$ cat src/rtl/uart_image_loader.sv
// UART image loader: parses sync/header bytes and unpacks
// 1-bit pixels into the pixel RAM, then holds the frame.
module uart_image_loader #(
  parameter int          ADDR_W      = 12,
  parameter logic [7:0]  SYNC_BYTE   = 8'hA5,
  parameter int          TIMEOUT_CYC = 1_000_000
) (
  input  logic              clk,
  input  logic              rst,
  input  logic [7:0]        rx_data,
  input  logic              rx_ready,
  output logic              wr_en,
  output logic [ADDR_W-1:0] wr_addr,
  output logic              wr_data,
  output logic [7:0]        img_width,
  output logic [7:0]        img_height,
  output logic              frame_valid,
  input  logic              enc_done,
  output logic              busy,
  output logic              err
);

  localparam int TW = $clog2(TIMEOUT_CYC + 1);
  localparam logic [16:0] MAX_PIX = 17'd1 << ADDR_W;
  localparam logic [TW-1:0] TO_LAST = TW'(TIMEOUT_CYC - 1);

  typedef enum logic [2:0] {
    S_IDLE, S_HDR_W, S_HDR_H, S_PIX_WAIT, S_UNPACK, S_DONE
  } state_t;

  state_t            state_q, state_d;
  logic              rdy_q;
  logic [7:0]        w_q, w_d, h_q, h_d;
  logic [15:0]       npix_q, npix_d;
  logic [15:0]       idx_q, idx_d;
  logic [7:0]        sh_q, sh_d;
  logic [2:0]        bit_q, bit_d;
  logic [TW-1:0]     cnt_q, cnt_d;
  logic              wr_en_q, wr_en_d;
  logic [ADDR_W-1:0] wr_addr_q, wr_addr_d;
  logic              wr_data_q, wr_data_d;
  logic              fv_q, fv_d;
  logic              busy_q, busy_d;
  logic              err_q, err_d;

  logic              byte_ev;
  logic              counting;
  logic              timeout;
  logic [15:0]       prod;
  logic [15:0]       idx_inc;

  assign byte_ev  = rx_ready & ~rdy_q;
  assign prod     = 16'(w_q) * 16'(rx_data);
  assign idx_inc  = idx_q + 16'd1;
  assign counting = (state_q == S_HDR_W) ||
                    (state_q == S_HDR_H) ||
                    (state_q == S_PIX_WAIT);
  assign timeout  = counting && !byte_ev && (cnt_q == TO_LAST);

  always_comb begin
    state_d   = state_q;
    w_d       = w_q;
    h_d       = h_q;
    npix_d    = npix_q;
    idx_d     = idx_q;
    sh_d      = sh_q;
    bit_d     = bit_q;
    wr_en_d   = 1'b0;
    wr_addr_d = wr_addr_q;
    wr_data_d = wr_data_q;
    err_d     = err_q;
    if (byte_ev || timeout) begin
      cnt_d = '0;
    end else if (counting) begin
      cnt_d = cnt_q + 1'b1;
    end else begin
      cnt_d = cnt_q;
    end
    unique case (state_q)
      S_IDLE: begin
        if (byte_ev && rx_data == SYNC_BYTE) begin
          state_d = S_HDR_W;
          err_d   = 1'b0;
        end
      end
      S_HDR_W: begin
        if (byte_ev) begin
          w_d     = rx_data;
          state_d = S_HDR_H;
        end else if (timeout) begin
          err_d   = 1'b1;
          state_d = S_IDLE;
        end
      end
      S_HDR_H: begin
        if (byte_ev) begin
          h_d    = rx_data;
          npix_d = prod;
          if (w_q == 8'd0 || rx_data == 8'd0 ||
              {1'b0, prod} > MAX_PIX) begin
            err_d   = 1'b1;
            state_d = S_IDLE;
          end else begin
            idx_d   = '0;
            state_d = S_PIX_WAIT;
          end
        end else if (timeout) begin
          err_d   = 1'b1;
          state_d = S_IDLE;
        end
      end
      S_PIX_WAIT: begin
        if (byte_ev) begin
          sh_d    = rx_data;
          bit_d   = '0;
          state_d = S_UNPACK;
        end else if (timeout) begin
          err_d   = 1'b1;
          state_d = S_IDLE;
        end
      end
      S_UNPACK: begin
        // a new byte while still unpacking means the stream outran us
        if (byte_ev) begin
          err_d   = 1'b1;
          state_d = S_IDLE;
        end else begin
          wr_en_d   = 1'b1;
          wr_addr_d = idx_q[ADDR_W-1:0];
          wr_data_d = sh_q[7];
          sh_d      = {sh_q[6:0], 1'b0};
          idx_d     = idx_inc;
          bit_d     = bit_q + 3'd1;
          if (idx_inc == npix_q) begin
            state_d = S_DONE;
          end else if (bit_q == 3'd7) begin
            state_d = S_PIX_WAIT;
          end
        end
      end
      S_DONE: begin
        if (enc_done) begin
          state_d = S_IDLE;
        end
      end
      default: state_d = S_IDLE;
    endcase
    busy_d = (state_d != S_IDLE);
    fv_d   = (state_q == S_DONE) && !enc_done;
  end

  always_ff @(posedge clk or negedge rst) begin
    if (!rst) begin
      state_q   <= S_IDLE;
      rdy_q     <= 1'b0;
      w_q       <= '0;
      h_q       <= '0;
      npix_q    <= '0;
      idx_q     <= '0;
      sh_q      <= '0;
      bit_q     <= '0;
      cnt_q     <= '0;
      wr_en_q   <= 1'b0;
      wr_addr_q <= '0;
      wr_data_q <= 1'b0;
      fv_q      <= 1'b0;
      busy_q    <= 1'b0;
      err_q     <= 1'b0;
    end else begin
      state_q   <= state_d;
      rdy_q     <= rx_ready;
      w_q       <= w_d;
      h_q       <= h_d;
      npix_q    <= npix_d;
      idx_q     <= idx_d;
      sh_q      <= sh_d;
      bit_q     <= bit_d;
      cnt_q     <= cnt_d;
      wr_en_q   <= wr_en_d;
      wr_addr_q <= wr_addr_d;
      wr_data_q <= wr_data_d;
      fv_q      <= fv_d;
      busy_q    <= busy_d;
      err_q     <= err_d;
    end
  end

  assign wr_en       = wr_en_q;
  assign wr_addr     = wr_addr_q;
  assign wr_data     = wr_data_q;
  assign img_width   = w_q;
  assign img_height  = h_q;
  assign frame_valid = fv_q;
  assign busy        = busy_q;
  assign err         = err_q;

endmodule
$ cat config.mk
export PLATFORM = sky130hd
export DESIGN_NAME = uart_image_loader
export DESIGN_NICKNAME = d
export VERILOG_FILES = /design/src/rtl/uart_image_loader.sv
export SDC_FILE = /design/constraint.sdc
export NUM_CORES = 1
export LEC_CHECK = 0
export BUFFER_PORTS_ARGS = -buffer_cell sky130_fd_sc_hd__buf_2
export CORE_UTILIZATION = 50
export DETAILED_ROUTE_END_ITERATION = 10
export GPL_TIMING_DRIVEN = 1
export PLACE_DENSITY = 0.75
export REMOVE_ABC_BUFFERS = 1
export SYNTH_ARGS = -nofsm -noshare
export SYNTH_HDL_FRONTEND = slang
export SYNTH_SLANG_ARGS = --single-unit
$ cat constraint.sdc
create_clock -name clk -period 5.8 [get_ports clk]
set_input_delay 1.16 -clock clk [delete_from_list [all_inputs] [get_ports clk]]
set_output_delay 1.16 -clock clk [all_outputs]
set_load 0.02 [all_outputs]
==> metrics, run 1 <==
final setup TNS 0 ps; Worst path slowest cell fa_1; DR pass1 iterations 7; final worst setup slack 270 ps; CTS sink cnt 100; CORE AREA around 0.014 sq mm; required time of the critical path roughly 6000 ps; Area Growth Syn to Fin 12.6%; layout cells sized above 1 ~14%; Hold-fix buffers, CTS 0; routed vias about 5500; Final Hold Vio Count 0; Synth Register Bits 100; CTS Root Cell clkbuf_16; Clk pwr share roughly two fifths; combinational share of power 13.0%; Setup Viol. Count Final 0; Synth area leader dfrtp_1; Reg2Reg Setup Slack about 620 ps; P_int 1.09 mW; Avg Cell Area, Syn 8.98 sq um; Flop pwr share 48.3%; final-layout fill cell count 1210; initial cell density of the core about half; first-pass GRT wire length 26000 microns; skew final 7.71 ps; wire per inst 14.8 microns; Max IR drop VDD 0.138 mV; die area roughly 0.015 sq mm; grt ovf 0; worst-margin pin slew 1170 ps; CTS H-tree lvls 3; crit start category primary input; Yosys Warn Count 0; DRC 2; Final Core Density 57.6%; Crit Path Category primary input to flop; critical path cell sequence buf_2 > nand2_1 > fa_1 > fa_1 > inv_1 > fa_1 > inv_1 > fa_1 > inv_1 > ha_1 > nand2_1 > o31ai_4 > a31oi_4 > xnor2_1 > or4_4 > o31ai_4 > a21oi_2 > a211o_1; IO buf count 44; Worst Hold Class flop to flop; crit path time final 5530 ps; Max FO, Critical Path 6; 1st-iter DRT viols approximately 380; clk slew on worst S/H paths around 70 ps; RSZ-0062 raised after global routing no; Post-Place Worst Slack -237 ps; Post-synth EDFFs 0; Worst slew margin 21.4%; diode count 0; top_reg_cell synth dfrtp_1; Static Leak 4.10 nW; asr flop ratio synth 100%; failing checks design-rule violations; fin crit share 95.3%; MaxCap Viol Count 0; Final Net Count 926; clk_lat worst skew 360 ps; maximum clock frequency ~180 MHz; clock buffer depth 2; CP Capture Type flop; final wirelength 15200 microns; hpwl dp around 11000 microns; Worst path top cell family by delay adder cells; cell mode on critical path fa_1; Placer Congestion 0.884; Ports 45; Synth top area share 35.4%; CTS Buf Count 9; gr usage total 22.4%; number of global-route vias before repair 5458; Die Y 121 microns; pin count of the biggest net entering global routing 54; Final ANT Viol Nets 0; Synth Instances slightly below 800; Mapped Area 0.00706 sq mm; sw frac 27.3%; max incr delay on CP 550 ps; worst path bufs/invs 4; via-per-instance ratio roughly 5.4; post-synthesis cell type count 58; CTS tree yes; Net Sw Power 0.410 mW; sequential cell area fraction in the yosys report a little over a third; DIE WIDTH 121 microns; power per cell area ~190 mW/mm^2; initial antenna violation count 0; status complete, but fails checks; Arr. time, crit path 5780 ps; Max Slew Vio Count 0; Synth area leaders dfrtp_1, fa_1, nand2_1, ha_1, and2_1; row count 43
-- worst reg2reg max path, delay by kind of cell (launching register included) --
family / cells / cell delay (ps)
adders and majority gates: 5 / 2450
xor gates and xnor gates: 1 / 150
buffers and inverters: 3 / 150
DFF: 1 / 570
and+or+nand+nor: 3 / 650
AOI/OAI and AO/OA: 5 / 1090
-- worst paths after layout --
kind,startpoint,end,cells after the start
worst max-delay path,rx_data[6],idx_q[14],18
worst min-delay path,wr_addr[10],wr_addr[10],2
worst max register to register,img_width[2],idx_q[14],17
max in group asynchronous,rst,img_height[6],2
worst min register to register,wr_addr[10],wr_addr[10],2
min in group asynchronous,rst,wr_addr[6],1
-- per-layer routing --
metal	vias up	share of wire [%]	track usage (%)
li1	2718	-	-
met1	2695	47	31.1
met2	123	48	36.2
met3	10	4.8	4.61
met4	0	0.78	4.71
met5	-	0	0
-- area by class of cell --
class / instances / area, sq um / share of cell area [%]
inverter: 54 / 203 / 2.55
multi-input combinational: 591 / 4220 / 53.1
clock inverter: 6 / 53.8 / 0.676
tap: 180 / 225 / 2.83
sequential: 100 / 2500 / 31.4
clock buffer: 10 / 229 / 2.88
timing repair buffer: 82 / 520 / 6.54
-- metrics by stage --
stage	power, mW	hold slack (ps)	instance area, sq um	cells
floorplan	0.845	439	6900	745
global placement	0.929	452	7640	1007
detailed placement	0.933	456	7640	1007
CTS	1.51	473	7930	1023
global route	1.56	499	7960	1023
finish	1.50	469	7960	1023
-- state kept, by name (all words and copies together), names as in the netlist --
| signal | count |
|---|---|
| err | 1 |
| busy | 1 |
| bit_q | 3 |
| idx_q | 16 |
| wr_addr | 12 |
| wr_en | 1 |
| wr_data | 1 |
| cnt_q | 20 |
| img_width | 8 |
| img_height | 8 |
| npix_q | 16 |
| state_q | 3 |
| sh_q | 8 |
| rdy_q | 1 |
| frame_valid | 1 |
-- cells in the final DEF, fill, tap and decap left out, drive strengths merged, types with 5 or more instances in the layout --
cell	Yosys	routed
xor2	29	29
and3	5	5
mux2	8	8
and2	53	53
buf	6	82
o2bb2ai	10	10
a21o	5	5
inv	53	56
nand4	14	14
a211oi	6	6
xnor2	19	19
nor4	9	9
nor2	51	51
nor3	21	21
clkbuf	36	10
o21ai	28	28
mux2i	12	12
nand2	156	156
nand3	17	17
ha	40	40
dfrtp	100	100
fa	36	36
a21oi	20	20
-- cells by family (layout without fill, tap and decap cells) --
group	Yosys count	in the layout	synth area share, %
xor+xnor	48	48	5.95
flops	100	100	35.4
buf+inv	96	152	5.24
simple gates	352	352	23.7
fa+ha+maj	76	76	17.3
compound gates	95	95	9.40
mux	20	20	2.98
-- power groups by stage --
stage / combinational, mW / sequential (mW) / clock (mW)
global route: 0.221 / 0.725 / 0.618
detailed placement: 0.196 / 0.737 / 0
global placement: 0.193 / 0.736 / 0
floorplan: 0.105 / 0.739 / 0
CTS: 0.197 / 0.723 / 0.590
finish: 0.195 / 0.723 / 0.580
-- cells in the mapped netlist (3+ instances only) --
cell       number
a211o_1         4
a211oi_1        5
a21o_1          5
a21oi_1        19
and2_1         52
and3_1          5
buf_2           5
clkbuf_1       36
dfrtp_1       100
fa_1           36
ha_1           40
inv_1          53
mux2_2          8
mux2i_1        12
nand2_1       156
nand2b_1        4
nand3_1        17
nand4_1        14
nor2_1         51
nor2b_1         4
nor3_1         21
nor3b_1         4
nor4_1          7
o21ai_0        28
o2bb2ai_1      10
or3_1           3
xnor2_1        19
xor2_1         29
-- what timing repair did --
item / 4_1_cts / 5_1_grt
resized for setup: 0 / 5
endpoints found under the setup margin: 0 / 17
setup buffers: 0 / 0
Power figures use the tool's default switching activity.
==> inputs of run 2 (changes only) <==
- PLACE_DENSITY: 0.75 -> 0.68
==> run 2 against run 1 <==
Against the previous run:
- the flow now finishes without violations
- clock skew up 3.0 ps
- critical path depth grew 1
- power is essentially flat
- cell area decreased by 0.38%
- combinational power hardly changed
- via count decreased by 1.1%
- hold slack about the same
- non-clock buffer count down 4
- global-route usage barely moved
- first-iteration DRC count shrank 18%
- clock power rose by 0.7%
- sequential share of layout area is 0.12 points higher
- critical path type unchanged
- largest power group unchanged
==> metrics, run 2 (synthesis results as in run 1) <==
Final Hold Vio Count 0 (unchanged); wire per inst 15.1 microns (+1.5%); CP Capture Type flop; non-filler instance count after layout 1019 (-0.39%); DIE WIDTH 121 microns (unchanged); Final ANT Viol Nets 0 (unchanged); Hold EP img_height[1]; CTS tree yes; crit path time final 5570 ps (+37.7 ps); CTS Buf Count 9 (unchanged); 1st-iter DRT viols 314 (-18%); max reg flops 20 (unchanged); skew final 10.7 ps (+3.02 ps); Final Net Count 922 (-0.43%); number of global-route vias before repair 5411 (-0.86%); hold depth 2 (unchanged); leading cell type in the layout, fill and taps excluded nand2_1; Static Leak 4.06 nW (-1.1%); MaxCap Viol Count 0 (unchanged); Placer Congestion 0.855 (-3.3%); hpwl dp 11600 microns (+2.3%); fin crit share 96.0% (+0.65 points); Final Core Density 57.3% (-0.22 points); clock buffer depth 2 (unchanged); power per cell area 189 mW/mm^2 (+0.45%); Max IR drop VDD 0.140 mV (+1.3%); gr usage total 22.4% (+0.031 points); RSZ-0062 raised after global routing no; CTS H-tree lvls 3 (unchanged); RR Startpoint img_width[1]; clk_lat worst skew 350 ps (about the same); Reg2Reg Depth 17 (unchanged); register with the most flip-flops cnt_q; CTS sink cnt 100 (unchanged); cell mode on critical path fa_1; CORE AREA 0.0138 sq mm (unchanged); power consumption 1.50 mW (about the same); DRC 0 (-2); via-per-instance ratio 5.38 (-0.75%); Max Slew Vio Count 0 (unchanged); worst-margin pin slew 975 ps (-198 ps); Setup Viol. Count Final 0 (unchanged); CTS Root Cell clkbuf_16; fin area 0.00793 sq mm (-0.38%); Die Y 121 microns (unchanged); Ports 45 (unchanged); status complete, no violations; critical path cell sequence buf_2 > buf_4 > and2_1 > fa_1 > fa_1 > fa_1 > inv_1 > fa_1 > inv_1 > ha_1 > a211oi_1 > nor2_1 > o41ai_1 > o31ai_1 > xnor2_1 > nor4_4 > buf_4 > a21o_4 > a221oi_1; layout cells sized above 1 13.6% (-0.65 points); maximum clock frequency 180 MHz (-0.68%); pin count of the biggest net entering global routing 61 (+13%); Crit Path Category primary input to flop; Max FO, Critical Path 8 (+2); crit start category primary input; placed insts 1003 (-0.40%); busiest grt layer met2; Worst path slowest cell fa_1; Hold-fix buffers, CTS 0 (unchanged); Min Hold Slack 469 ps (-0.178 ps); Top Registers cnt_q (20), idx_q (16), npix_q (16); most frequent cells in the layout nand2_1, dfrtp_1, inv_1; final worst setup slack 232 ps (-37.7 ps); GRT met3 Usage 4.28% (-0.33 points); initial antenna violation count 0 (unchanged); met1 global-route usage 29.5% (-1.6 points); Area Growth Syn to Fin 12.2%; Reg2Reg Setup Slack 550 ps (-70 ps); post-place instance area 0.00760 sq mm (-0.56%); DR pass1 iterations 4 (-3); final wirelength 15300 microns (+1.1%); first-pass GRT wire length 25900 microns (-0.50%); routed vias 5483 (-1.1%); Post-Place Worst Slack -205 ps (+31.8 ps); required time of the critical path 6050 ps (about the same); Arr. time, crit path 5820 ps (+40 ps); final setup TNS 0 ps (unchanged); IO buf count 44 (unchanged); Worst Hold Class flop to flop; clk slew on worst S/H paths 70 ps (about the same); met2 Use GR 37.8% (+1.6 points); hold_sp img_height[1]; diode count 0 (unchanged); grt ovf 0 (unchanged); initial cell density of the core 51.1% (unchanged); reg2reg end idx_q[11]; max incr delay on CP 550 ps (about the same); Worst slew margin 34.9% (+14 points); die area 0.0146 sq mm (unchanged); row count 43 (unchanged)
## run 2: cell count changes in the layout (fill, tap and decap cells not counted), sizes merged
| cell | delta |
|---|---|
| buf | -4 |
| clkinv | +2 |
| inv | -2 |
## run 2: layer usage
layer | part of all wire, % | vias up | routed length [microns]
met4 | 1.4 | 0 | 220
met2 | 49 | 81 | 7470
met5 | 0 | - | 0
li1 | - | 2702 | -
met3 | 3.0 | 19 | 459
met1 | 47 | 2681 | 7190
## run 2: how the worst max path moves through the flow
stage,start,end,slack (ps),cells after the start
after global placement,rx_data[7],idx_q[4],-80,18
after floorplan,rx_data[7],idx_q[14],100,17
after CTS,rx_data[4],idx_q[11],170,18
final,rx_data[7],err,230,19
after detailed placement,rx_data[4],idx_q[12],-200,18
after global routing,rx_data[7],idx_q[11],30,19
## run 2: cell type report
class / instances / area (sq um)
clock buffer: 10 / 229
clock inverter: 6 / 61.3
fill: 1226 / 5900
inverter: 54 / 203
multi-input combinational: 591 / 4230
sequential: 100 / 2500
tap: 180 / 225
timing repair buffer: 78 / 478
## run 2: critical path: cells and delay by family
| family | cells | cell delay [ps] |
|---|---|---|
| adder cells (fa/ha/maj) | 5 | 2290 |
| AO/OA/AOI/OAI | 5 | 1150 |
| buffers and inverters | 5 | 520 |
| AND/OR/NAND/NOR | 3 | 370 |
| XOR/XNOR | 1 | 330 |
## run 2: timing repair
item | CTS | global route
resized for setup | 0 | 5
setup endpoints to repair | 0 | 7
buffers inserted | 0 | 0
## run 2: power breakdown
part           switching (mW)  internal [mW]  leakage [nW]
Sequential             0.0166          0.707          1.37
Clock                   0.284          0.300         0.138
Combinational           0.112         0.0793          2.55
Total                   0.413           1.09          4.06
==> inputs of run 3 (changes only) <==
- ABC_CLOCK_PERIOD_IN_PS: not set -> 5800
- CORE_UTILIZATION: 50 -> 60
- PLACE_DENSITY: 0.68 -> 0.79
==> run 3 against run 2 <==
Against the previous run:
- critical path depth stayed put
- maximum frequency fell by 0.23%
- non-clock buffer count rose by 3
- first-iteration DRC count down 3.8%
- clock power is essentially flat
- cell area is 0.16% higher
- sequential cell count is the same
- largest power group unchanged
==> metrics, run 3 (synthesis results as in run 1) <==
CTS sink cnt 100 (unchanged); via-per-instance ratio 5.72 (+6.3%); required time of the critical path 6050 ps (about the same); die area 0.0122 sq mm (-16%); Crit Path Category primary input to flop; Static Leak 4.08 nW (+0.69%); CTS Buf Count 9 (unchanged); Top Registers cnt_q (20), idx_q (16), npix_q (16); first-pass GRT wire length 26400 microns (+2.1%); maximum clock frequency 179 MHz (-0.23%); Placer Congestion 0.871 (+1.9%); CTS Root Cell clkbuf_16; placed insts 968 (-3.5%); fin crit share 96.2% (+0.22 points); Final Net Count 925 (+0.33%); CP Capture Type flop; clk_lat worst skew 350 ps (about the same); routed vias 5629 (+2.7%); DRC 0 (unchanged); hpwl dp 11400 microns (-1.2%); register with the most flip-flops cnt_q; non-filler instance count after layout 984 (-3.4%); IO buf count 44 (unchanged); clk slew on worst S/H paths 70 ps (about the same); RSZ-0062 raised after global routing no; row count 39 (-9.3%); final wirelength 15600 microns (+1.6%); Max Slew Vio Count 0 (unchanged); Setup Viol. Count Final 0 (unchanged); Final ANT Viol Nets 0 (unchanged); power per cell area 189 mW/mm^2 (about the same); clock buffer depth 2 (unchanged); crit start category primary input; wire per inst 15.8 microns (+5.2%); CTS tree yes; crit path time final 5580 ps (+12.8 ps); CTS H-tree lvls 3 (unchanged); max reg flops 20 (unchanged); gr usage total 26.6% (+4.1 points); Worst slew margin 17.7% (-17 points); Final Hold Vio Count 0 (unchanged); initial antenna violation count 0 (unchanged); diode count 0 (unchanged); layout cells sized above 1 14.1% (+0.56 points); fin area 0.00794 sq mm (+0.16%); pin count of the biggest net entering global routing 59 (-3.3%); number of global-route vias before repair 5659 (+4.6%); DIE WIDTH 111 microns (-8.6%); post-place instance area 0.00758 sq mm (-0.25%); initial cell density of the core 61.6% (+11 points); Hold-fix buffers, CTS 0 (unchanged); worst-margin pin slew 1230 ps (+254 ps); leading cell type in the layout, fill and taps excluded nand2_1; Final Core Density 69.2% (+12 points); most frequent cells in the layout nand2_1, dfrtp_1, inv_1; skew final 7.12 ps (-3.61 ps); Max IR drop VDD 0.391 mV (+180%); Area Growth Syn to Fin 12.4%; MaxCap Viol Count 0 (unchanged); Worst Hold Class flop to flop; Die Y 111 microns (-8.6%); 1st-iter DRT viols 302 (-3.8%); grt ovf 0 (unchanged); Max FO, Critical Path 4 (-4); CORE AREA 0.0115 sq mm (-17%); Arr. time, crit path 5830 ps (about the same); Ports 45 (unchanged); DR pass1 iterations 5 (+1); status complete, no violations
-- run 3: report_power, final --
part / leakage [nW] / internal [mW] / switching [mW]
combinational: 2.57 / 0.0824 / 0.115
sequential: 1.37 / 0.707 / 0.0165
clock: 0.143 / 0.316 / 0.265
total: 4.08 / 1.11 / 0.397
-- run 3: area by class of cell --
| cell class | count | area [sq um] |
|---|---|---|
| well taps | 143 | 179 |
| clock inverters | 4 | 33.8 |
| multi-input cells | 591 | 4250 |
| clock buffers | 11 | 253 |
| fillers | 857 | 3530 |
| repair buffers | 81 | 517 |
| inverters | 54 | 203 |
| flip-flops and latches | 100 | 2500 |
-- run 3: path summary, 6_finish.rpt --
check | from | cells after the start | slack (ps) | to
max | rx_data[7] | 19 | 220 | err
min | wr_addr[6] | 2 | 470 | wr_addr[6]
max reg2reg | img_width[2] | 20 | 590 | err
min reg2reg | wr_addr[6] | 2 | 470 | wr_addr[6]
max in group asynchronous | rst | 2 | 3900 | bit_q[1]
min in group asynchronous | rst | 1 | 880 | npix_q[15]
-- run 3: what timing repair did --
item | in CTS | in global routing
setup endpoints to repair | 0 | 17
buffers inserted | 0 | 1
gates resized for setup | 0 | 10
-- run 3: through the flow --
stage,setup slack (ps),setup TNS (ps),hold slack (ps),total power [mW]
after floorplan,96.6,0,439,0.845
after global placement,-95.1,-1260,451,0.920
after detailed placement,-260,-4040,457,0.928
after CTS,76.1,0,473,1.51
after global routing,7.25,0,480,1.56
final,219,0,467,1.50
-- run 3: critical path, stage by stage --
cell      delay, ps
buf_2           110
buf_4           140
and2_1          150
fa_1            510
fa_1            520
fa_1            550
inv_1            60
fa_1            520
inv_1            40
ha_1            200
a211oi_1        230
nor2_1           90
o41ai_1         270
o31ai_1         140
xnor2_1         340
nor4_4          110
buf_4           160
a21o_4          230
a221oi_1        280
-- run 3: per-layer routing --
metal	global-route usage, %	part of all wire (%)	vias up	wire length, microns
met5	0	0	-	0
met4	9.69	2.3	0	358
met3	5.32	4.0	32	616
met2	46.1	51	145	7870
met1	32.7	43	2746	6740
li1	-	-	2706	-
